### src/rtl/cache_mem_burst_bridge.sv
// Cache-to-burst-memory bridge: request queue, posted writes,
// in-order outstanding reads, beat (de)serialisation.
module cache_mem_burst_bridge #(
  parameter int ADDR_WIDTH            = 32,
  parameter int BLOCK_SIZE_IN_BITS    = 128,
  parameter int MEM_DATA_WIDTH        = 32,
  parameter int PORT_ID_WIDTH         = 2,
  parameter int REQ_QUEUE_DEPTH       = 4,
  parameter int MAX_OUTSTANDING_READS = 2
) (
  input  logic                            clk_in,
  input  logic                            reset_in,
  input  logic                            req_valid_in,
  input  logic                            req_is_write_in,
  input  logic [ADDR_WIDTH-1:0]           req_addr_in,
  input  logic [BLOCK_SIZE_IN_BITS-1:0]   req_data_in,
  input  logic [BLOCK_SIZE_IN_BITS/8-1:0] req_byte_mask_in,
  input  logic [PORT_ID_WIDTH-1:0]        req_port_in,
  output logic                            req_ack_out,
  output logic                            resp_valid_out,
  output logic [ADDR_WIDTH-1:0]           resp_addr_out,
  output logic [BLOCK_SIZE_IN_BITS-1:0]   resp_data_out,
  output logic [PORT_ID_WIDTH-1:0]        resp_port_out,
  input  logic                            resp_ack_in,
  output logic                            mem_cmd_valid_out,
  input  logic                            mem_cmd_ready_in,
  output logic                            mem_cmd_is_write_out,
  output logic [ADDR_WIDTH-1:0]           mem_cmd_addr_out,
  output logic [7:0]                      mem_cmd_len_out,
  output logic                            mem_wdata_valid_out,
  input  logic                            mem_wdata_ready_in,
  output logic [MEM_DATA_WIDTH-1:0]       mem_wdata_out,
  output logic [MEM_DATA_WIDTH/8-1:0]     mem_wstrb_out,
  output logic                            mem_wlast_out,
  input  logic                            mem_bvalid_in,
  output logic                            mem_bready_out,
  input  logic                            mem_rvalid_in,
  output logic                            mem_rready_out,
  input  logic [MEM_DATA_WIDTH-1:0]       mem_rdata_in,
  input  logic                            mem_rlast_in,
  output logic                            idle_out,
  output logic                            err_out
);
  localparam int BEATS  = BLOCK_SIZE_IN_BITS / MEM_DATA_WIDTH;
  localparam int MASK_W = BLOCK_SIZE_IN_BITS / 8;
  localparam int STRB_W = MEM_DATA_WIDTH / 8;
  localparam int OFFS   = $clog2(MASK_W);
  localparam int QW     = $clog2(REQ_QUEUE_DEPTH);
  localparam int BW     = (BEATS > 1) ? $clog2(BEATS) : 1;
  localparam int NP     = MAX_OUTSTANDING_READS;
  localparam int PW     = (NP > 1) ? $clog2(NP) : 1;
  localparam int PCW    = $clog2(NP + 1);
  localparam logic [ADDR_WIDTH-1:0] ALIGN = ~ADDR_WIDTH'((1 << OFFS) - 1);
  localparam logic [BW-1:0] LAST_BEAT = BW'(BEATS - 1);

  typedef struct packed {
    logic                          w;
    logic [ADDR_WIDTH-1:0]         addr;
    logic [BLOCK_SIZE_IN_BITS-1:0] data;
    logic [MASK_W-1:0]             mask;
    logic [PORT_ID_WIDTH-1:0]      port;
  } req_t;

  typedef enum logic [1:0] {S_IDLE, S_CMD, S_WDATA, S_WRESP} state_t;

  state_t state_q, state_d;
  req_t   q_mem [REQ_QUEUE_DEPTH];
  req_t   head, req_new;
  logic [QW:0] qwp_q, qrp_q, q_cnt;
  logic q_full, q_empty, enq, pop, req_ack_q;

  logic [ADDR_WIDTH-1:0]    p_addr [NP];
  logic [PORT_ID_WIDTH-1:0] p_port [NP];
  logic [PW-1:0]  pwp_q, prp_q;
  logic [PCW-1:0] pcnt_q;
  logic push_p, pop_p;

  logic [BLOCK_SIZE_IN_BITS-1:0] wsh_q;
  logic [MASK_W-1:0] wmk_q;
  logic [BW-1:0]     wbeat_q;
  logic w_hs, wlast;

  logic [BLOCK_SIZE_IN_BITS-1:0] rbuf_q, rbuf_d, resp_data_q;
  logic [BW-1:0] rbeat_q;
  logic r_hs, rlast_exp, rready;
  logic resp_valid_q, err_q;
  logic [ADDR_WIDTH-1:0]    resp_addr_q;
  logic [PORT_ID_WIDTH-1:0] resp_port_q;

  logic cmd_valid, wvalid, bready;

  function automatic logic [PW-1:0] pinc(input logic [PW-1:0] p);
    return (p == PW'(NP - 1)) ? '0 : p + 1'b1;
  endfunction

  assign req_new = '{w: req_is_write_in, addr: req_addr_in,
                     data: req_data_in, mask: req_byte_mask_in,
                     port: req_port_in};
  assign q_cnt   = qwp_q - qrp_q;
  assign q_full  = q_cnt == (QW+1)'(REQ_QUEUE_DEPTH);
  assign q_empty = q_cnt == '0;
  assign head    = q_mem[qrp_q[QW-1:0]];
  assign enq     = req_valid_in & ~req_ack_q & ~q_full;
  assign pop     = cmd_valid & mem_cmd_ready_in;
  assign push_p  = pop & ~head.w;
  assign rready  = (pcnt_q != '0) & ~resp_valid_q;
  assign r_hs    = mem_rvalid_in & rready;
  assign rlast_exp = rbeat_q == LAST_BEAT;
  assign pop_p   = r_hs & rlast_exp;
  assign w_hs    = wvalid & mem_wdata_ready_in;
  assign wlast   = wbeat_q == LAST_BEAT;

  // request queue pointers and registered accept pulse
  always_ff @(posedge clk_in or posedge reset_in) begin
    if (reset_in) begin
      qwp_q     <= '0;
      qrp_q     <= '0;
      req_ack_q <= 1'b0;
    end else begin
      req_ack_q <= enq;
      if (enq) qwp_q <= qwp_q + 1'b1;
      if (pop) qrp_q <= qrp_q + 1'b1;
    end
  end

  // request queue storage
  always_ff @(posedge clk_in) begin
    if (enq) q_mem[qwp_q[QW-1:0]] <= req_new;
  end

  // pending-read FIFO pointers and occupancy
  always_ff @(posedge clk_in or posedge reset_in) begin
    if (reset_in) begin
      pwp_q  <= '0;
      prp_q  <= '0;
      pcnt_q <= '0;
    end else begin
      if (push_p) pwp_q <= pinc(pwp_q);
      if (pop_p)  prp_q <= pinc(prp_q);
      unique case ({push_p, pop_p})
        2'b10:   pcnt_q <= pcnt_q + 1'b1;
        2'b01:   pcnt_q <= pcnt_q - 1'b1;
        default: pcnt_q <= pcnt_q;
      endcase
    end
  end

  // pending-read FIFO storage (block-aligned address, port)
  always_ff @(posedge clk_in) begin
    if (push_p) begin
      p_addr[pwp_q] <= head.addr & ALIGN;
      p_port[pwp_q] <= head.port;
    end
  end

  // issue FSM state register
  always_ff @(posedge clk_in or posedge reset_in) begin
    if (reset_in) state_q <= S_IDLE;
    else          state_q <= state_d;
  end

  // issue FSM next state; writes wait for all reads to drain
  always_comb begin
    state_d = state_q;
    unique case (state_q)
      S_IDLE: begin
        if (!q_empty) begin
          if (head.w) begin
            if (pcnt_q == '0 && !resp_valid_q) state_d = S_CMD;
          end else if (pcnt_q < PCW'(NP)) begin
            state_d = S_CMD;
          end
        end
      end
      S_CMD:   if (mem_cmd_ready_in) state_d = head.w ? S_WDATA : S_IDLE;
      S_WDATA: if (w_hs && wlast) state_d = S_WRESP;
      S_WRESP: if (mem_bvalid_in) state_d = S_IDLE;
      default: state_d = S_IDLE;
    endcase
  end

  // issue FSM outputs
  always_comb begin
    cmd_valid = 1'b0;
    wvalid    = 1'b0;
    bready    = 1'b0;
    unique case (state_q)
      S_CMD:   cmd_valid = 1'b1;
      S_WDATA: wvalid    = 1'b1;
      S_WRESP: bready    = 1'b1;
      default: ;
    endcase
  end

  // write block serialiser: beat 0 sits in the low slice
  always_ff @(posedge clk_in or posedge reset_in) begin
    if (reset_in) begin
      wsh_q   <= '0;
      wmk_q   <= '0;
      wbeat_q <= '0;
    end else if (pop && head.w) begin
      wsh_q   <= head.data;
      wmk_q   <= head.mask;
      wbeat_q <= '0;
    end else if (w_hs) begin
      wsh_q   <= wsh_q >> MEM_DATA_WIDTH;
      wmk_q   <= wmk_q >> STRB_W;
      wbeat_q <= wlast ? '0 : wbeat_q + 1'b1;
    end
  end

  // merge the incoming read beat into its slice
  always_comb begin
    rbuf_d = rbuf_q;
    for (int i = 0; i < BEATS; i++) begin
      if (rbeat_q == BW'(i))
        rbuf_d[i*MEM_DATA_WIDTH +: MEM_DATA_WIDTH] = mem_rdata_in;
    end
  end

  // read deserialiser, fill response hold and sticky rlast error
  always_ff @(posedge clk_in or posedge reset_in) begin
    if (reset_in) begin
      rbuf_q       <= '0;
      rbeat_q      <= '0;
      resp_valid_q <= 1'b0;
      resp_data_q  <= '0;
      resp_addr_q  <= '0;
      resp_port_q  <= '0;
      err_q        <= 1'b0;
    end else begin
      if (r_hs) begin
        rbuf_q  <= rbuf_d;
        rbeat_q <= rlast_exp ? '0 : rbeat_q + 1'b1;
        if (mem_rlast_in != rlast_exp) err_q <= 1'b1;
        if (rlast_exp) begin
          resp_valid_q <= 1'b1;
          resp_data_q  <= rbuf_d;
          resp_addr_q  <= p_addr[prp_q];
          resp_port_q  <= p_port[prp_q];
        end
      end else if (resp_valid_q && resp_ack_in) begin
        resp_valid_q <= 1'b0;
      end
    end
  end

  assign req_ack_out          = req_ack_q;
  assign resp_valid_out       = resp_valid_q;
  assign resp_addr_out        = resp_addr_q;
  assign resp_data_out        = resp_data_q;
  assign resp_port_out        = resp_port_q;
  assign mem_cmd_valid_out    = cmd_valid;
  assign mem_cmd_is_write_out = cmd_valid & head.w;
  assign mem_cmd_addr_out     = cmd_valid ? (head.addr & ALIGN) : '0;
  assign mem_cmd_len_out      = cmd_valid ? 8'(BEATS - 1) : 8'd0;
  assign mem_wdata_valid_out  = wvalid;
  assign mem_wdata_out        = wsh_q[MEM_DATA_WIDTH-1:0];
  assign mem_wstrb_out        = wmk_q[STRB_W-1:0];
  assign mem_wlast_out        = wvalid & wlast;
  assign mem_bready_out       = bready;
  assign mem_rready_out       = rready;
  assign idle_out = q_empty & (state_q == S_IDLE) &
                    (pcnt_q == '0) & ~resp_valid_q;
  assign err_out  = err_q;
endmodule

### config.mk
export PLATFORM = sky130hd
export DESIGN_NAME = cache_mem_burst_bridge
export DESIGN_NICKNAME = d
export VERILOG_FILES = /design/src/rtl/cache_mem_burst_bridge.sv
export SDC_FILE = /design/constraint.sdc
export NUM_CORES = 2
export LEC_CHECK = 0
export CORE_UTILIZATION = 40
export CTS_CLUSTER_SIZE = 8
export DETAILED_ROUTE_END_ITERATION = 16
export GPL_TIMING_DRIVEN = 0
export PLACE_DENSITY_LB_ADDON = 0.1
export SETUP_SLACK_MARGIN = 0.1
export SYNTH_ARGS = -nofsm -noshare
export SYNTH_HDL_FRONTEND = slang
export SYNTH_SLANG_ARGS = --single-unit
### constraint.sdc
create_clock -name clk_in -period 42.1 [get_ports clk_in]
set_input_delay 8.42 -clock clk_in [delete_from_list [all_inputs] [get_ports clk_in]]
set_output_delay 8.42 -clock clk_in [all_outputs]
set_load 0.1 [all_outputs]
==> flow_summary.ini <==
[status]
outcome = complete, no violations

[layout]
drive_above_1_share = 0.187
areaGrowthSynthToFinish_pct = 26.4
layout.nets = 3507
nFillCells = 9123
fin_area_sq_mm = 0.0571

[routing]
wl_met3_um = 7220
viasPerCell = 5.13
ant_nets = 0
via_count = 25100
top_layer = met5
drt_wl_total_um = 120000
wirelength_met1_um = 47600
first_iter_violations = 1562
post_drt_wl_per_cell_um = 24.6
dr.pass1.iters = 5
drc_errors = 0
wl_met2_um = 61100

[synthesis]
ys_seq_elements = 1177
synth_area_leaders = edfxtp_1 51%, dfrtp_1 23%, mux4_2 8.7%, mux2i_1 3.9%, mux2_2 3.2%
synth_area_leader_cell = edfxtp_1
synth_top_family_by_area = multiplexers
yosys.cell_count.top_type = edfxtp_1
synth_flop_cell = edfxtp_1
ys_seq_area_frac = 0.736
yosys_warnings = 0
async_flop_share = 0.354
synthAdderAreaFrac = 0.00360
synth_xor_area_frac = 0.00233
synthMuxAreaShare = 0.158
synth_edf_count = 760
yosysUniqueCellTypes = 38
synth_top_area_frac = 0.505
synthSimpleGateAreaFrac = 0.0390
postSynthCellCount = 2615
netlist_top_cells_count = 760 x edfxtp_1, 417 x dfrtp_1, 253 x nand2_1
synth.avg_cell_area_sq_um = 17.3
synth-compound-area-share = 0.0357
syn_area_sq_mm = 0.0452

[cts]
cts.clk_slew.worst_paths_ns = 0.05
htreeDepth = 4
insertion_delay_ns = 0.76
root_buffer = clkbuf_16
cts_inserted_buffers = 165
clockBufferDepth = 3
hold_buffers = 0
cts_tree = done
clock_sinks = 1177
postCtsResizedCells = 0
post_cts_buffers = 0

[floorplan]
coreArea_sq_mm = 0.111
dieArea_sq_mm = 0.114
io_pins = 468
die_x_um = 338
row_count = 122
initial_core_util = 0.406
die_h_um = 338

[worst_setup_path]
setup.worst_path.end_class = primary output
rr_endpoint = q_mem[2][103]
crit_end = idle_out
crit_arrival_ns = 5.64
r2r_slack_ns = 36.64
cp.required_ns = 33.68
crit_fanout = 10
reg2reg_depth = 11
critPathKind = flop to primary output
critPathLaunch = qrp_q[1]
crit_path_start_kind = flop
reg2reg_from = qrp_q[1]

[place]
portBuffers = 449
dpl_cell_area_sq_mm = 0.0523
globalplace.congestion = 0.787
dp_hpwl_um = 83000

[timing]
period_needed_ns = 14.06
period_share = 0.334
slew_violations = 0
tns_ns = 0
fmax_ghz = 0.0711
setup_viol = 0
hold_violations = 0
rsz0062_at_grt = no
finalClockSkew_ns = 0.0250
tightest_slew_ns = 1.32
relSlewSlack = 0.121

[power]
power_density_mw_per_mm2 = 89.7
ir_drop_v = 0.0000519
leakage_uw = 0.0208
p_total_uw = 5120

[flow_run]
drv_cap = 0

[global_route]
antenna_found_initial = 34
grt_pass1_vias = 26700
overflow = 0
track_usage = 0.213
grt_max_degree = 127
grt_pass1_wl_um = 176000

[worst_hold_path]
worstHoldPathType = flop to flop
holdPathStages = 2
-- layout make-up --
type	count	area, sq um	area share
Tap cell	1488	1860	0.0326
Clock buffer	268	4540	0.0794
Antenna cell	8	20.0	0.000351
Timing Repair Buffer	479	5150	0.0902
Clock inverter	15	256	0.00449
Inverter	9	41.3	0.000723
Sequential cell	1177	33300	0.582
Multi-Input combinational cell	1239	10900	0.191
Buffer	203	1090	0.0190
-- power breakdown --
part / internal (uW) / total (uW) / leakage (uW) / switching, uW
clock network: 738 / 1220 / 0.00228 / 484
logic: 657 / 2140 / 0.00661 / 1490
registers: 1600 / 1760 / 0.0119 / 156
total: 3000 / 5120 / 0.0208 / 2130
-- worst min path at each step --
stage / from / endpoint / slack, ns
final: wsh_q[18] / wsh_q[18] / 0.46
after global routing: err_out / err_out / 0.48
after CTS: err_out / err_out / 0.47
after detailed placement: err_out / err_out / 0.46
after global placement: err_out / err_out / 0.45
after floorplan: wmk_q[5] / wmk_q[5] / 0.44
-- cell usage in the layout (no fill, tap or decap), drive strengths merged --
master / n
edfxtp: 760
mux2i: 175
ha: 13
bufinv: 1
inv: 14
nor2b: 4
xor2: 5
o21bai: 1
nor4bb: 1
clkinv: 9
or3: 1
a21o: 2
buf: 160
and3: 1
a21boi: 1
diode: 8
nor3: 1
o21a: 1
and3b: 2
xnor2: 7
o2111ai: 1
clkdlybuf4s50: 449
nand2b: 1
dfrtp: 417
nor4: 1
nor3b: 1
clkbuf: 341
a311oi: 2
a21oi: 129
o21ai: 89
nor2: 133
conb: 14
mux2: 130
and2: 35
a22oi: 60
nand2: 253
mux4: 175
-- critical path: stages (launching register included) --
cell,delay [ns]
dfrtp_1,0.35
clkbuf_1,0.31
clkbuf_1,1.01
buf_1,0.66
inv_1,0.16
ha_1,0.42
nor2b_1,0.21
o21a_1,0.13
o2111ai_1,0.15
nor4_1,0.20
clkdlybuf4s50_1,1.26
-- cells by family after synthesis --
logic type	after synthesis
fa+ha+maj	13
mux	480
other cells	1
xor+xnor	12
flops	1177
simple gates	434
compound gates	286
buf+inv	212
-- metrics by stage --
stage | worst slack [ns] | hold slack, ns | cells | utilization
finish | 28.04 | 0.464 | 4886 | 0.513
global route | 27.70 | 0.480 | 4883 | 0.513
CTS | 27.83 | 0.470 | 4878 | 0.513
detailed placement | 28.67 | 0.459 | 4595 | 0.470
global placement | 6.03 | 0.446 | 4565 | 0.464
floorplan | 19.39 | 0.438 | 2628 | -
-- metal layers --
metal	vias to the layer above	GRT usage
li1	11200	-
met1	12900	0.259
met2	666	0.364
met3	238	0.0550
met4	38	0.0809
met5	-	0
-- sequential cells by signal, summed over array words and instances (netlist names), 3 cells and up, named ones only --
| register | cells |
|---|---|
| qwp_q | 3 |
| resp_data_out | 128 |
| resp_addr_out | 28 |
| qrp_q | 3 |
| p_port | 4 |
| wmk_q | 16 |
| q_mem | 700 |
| p_addr | 56 |
| rbuf_q | 96 |
| wsh_q | 128 |
(Power assumes the default switching activity.)
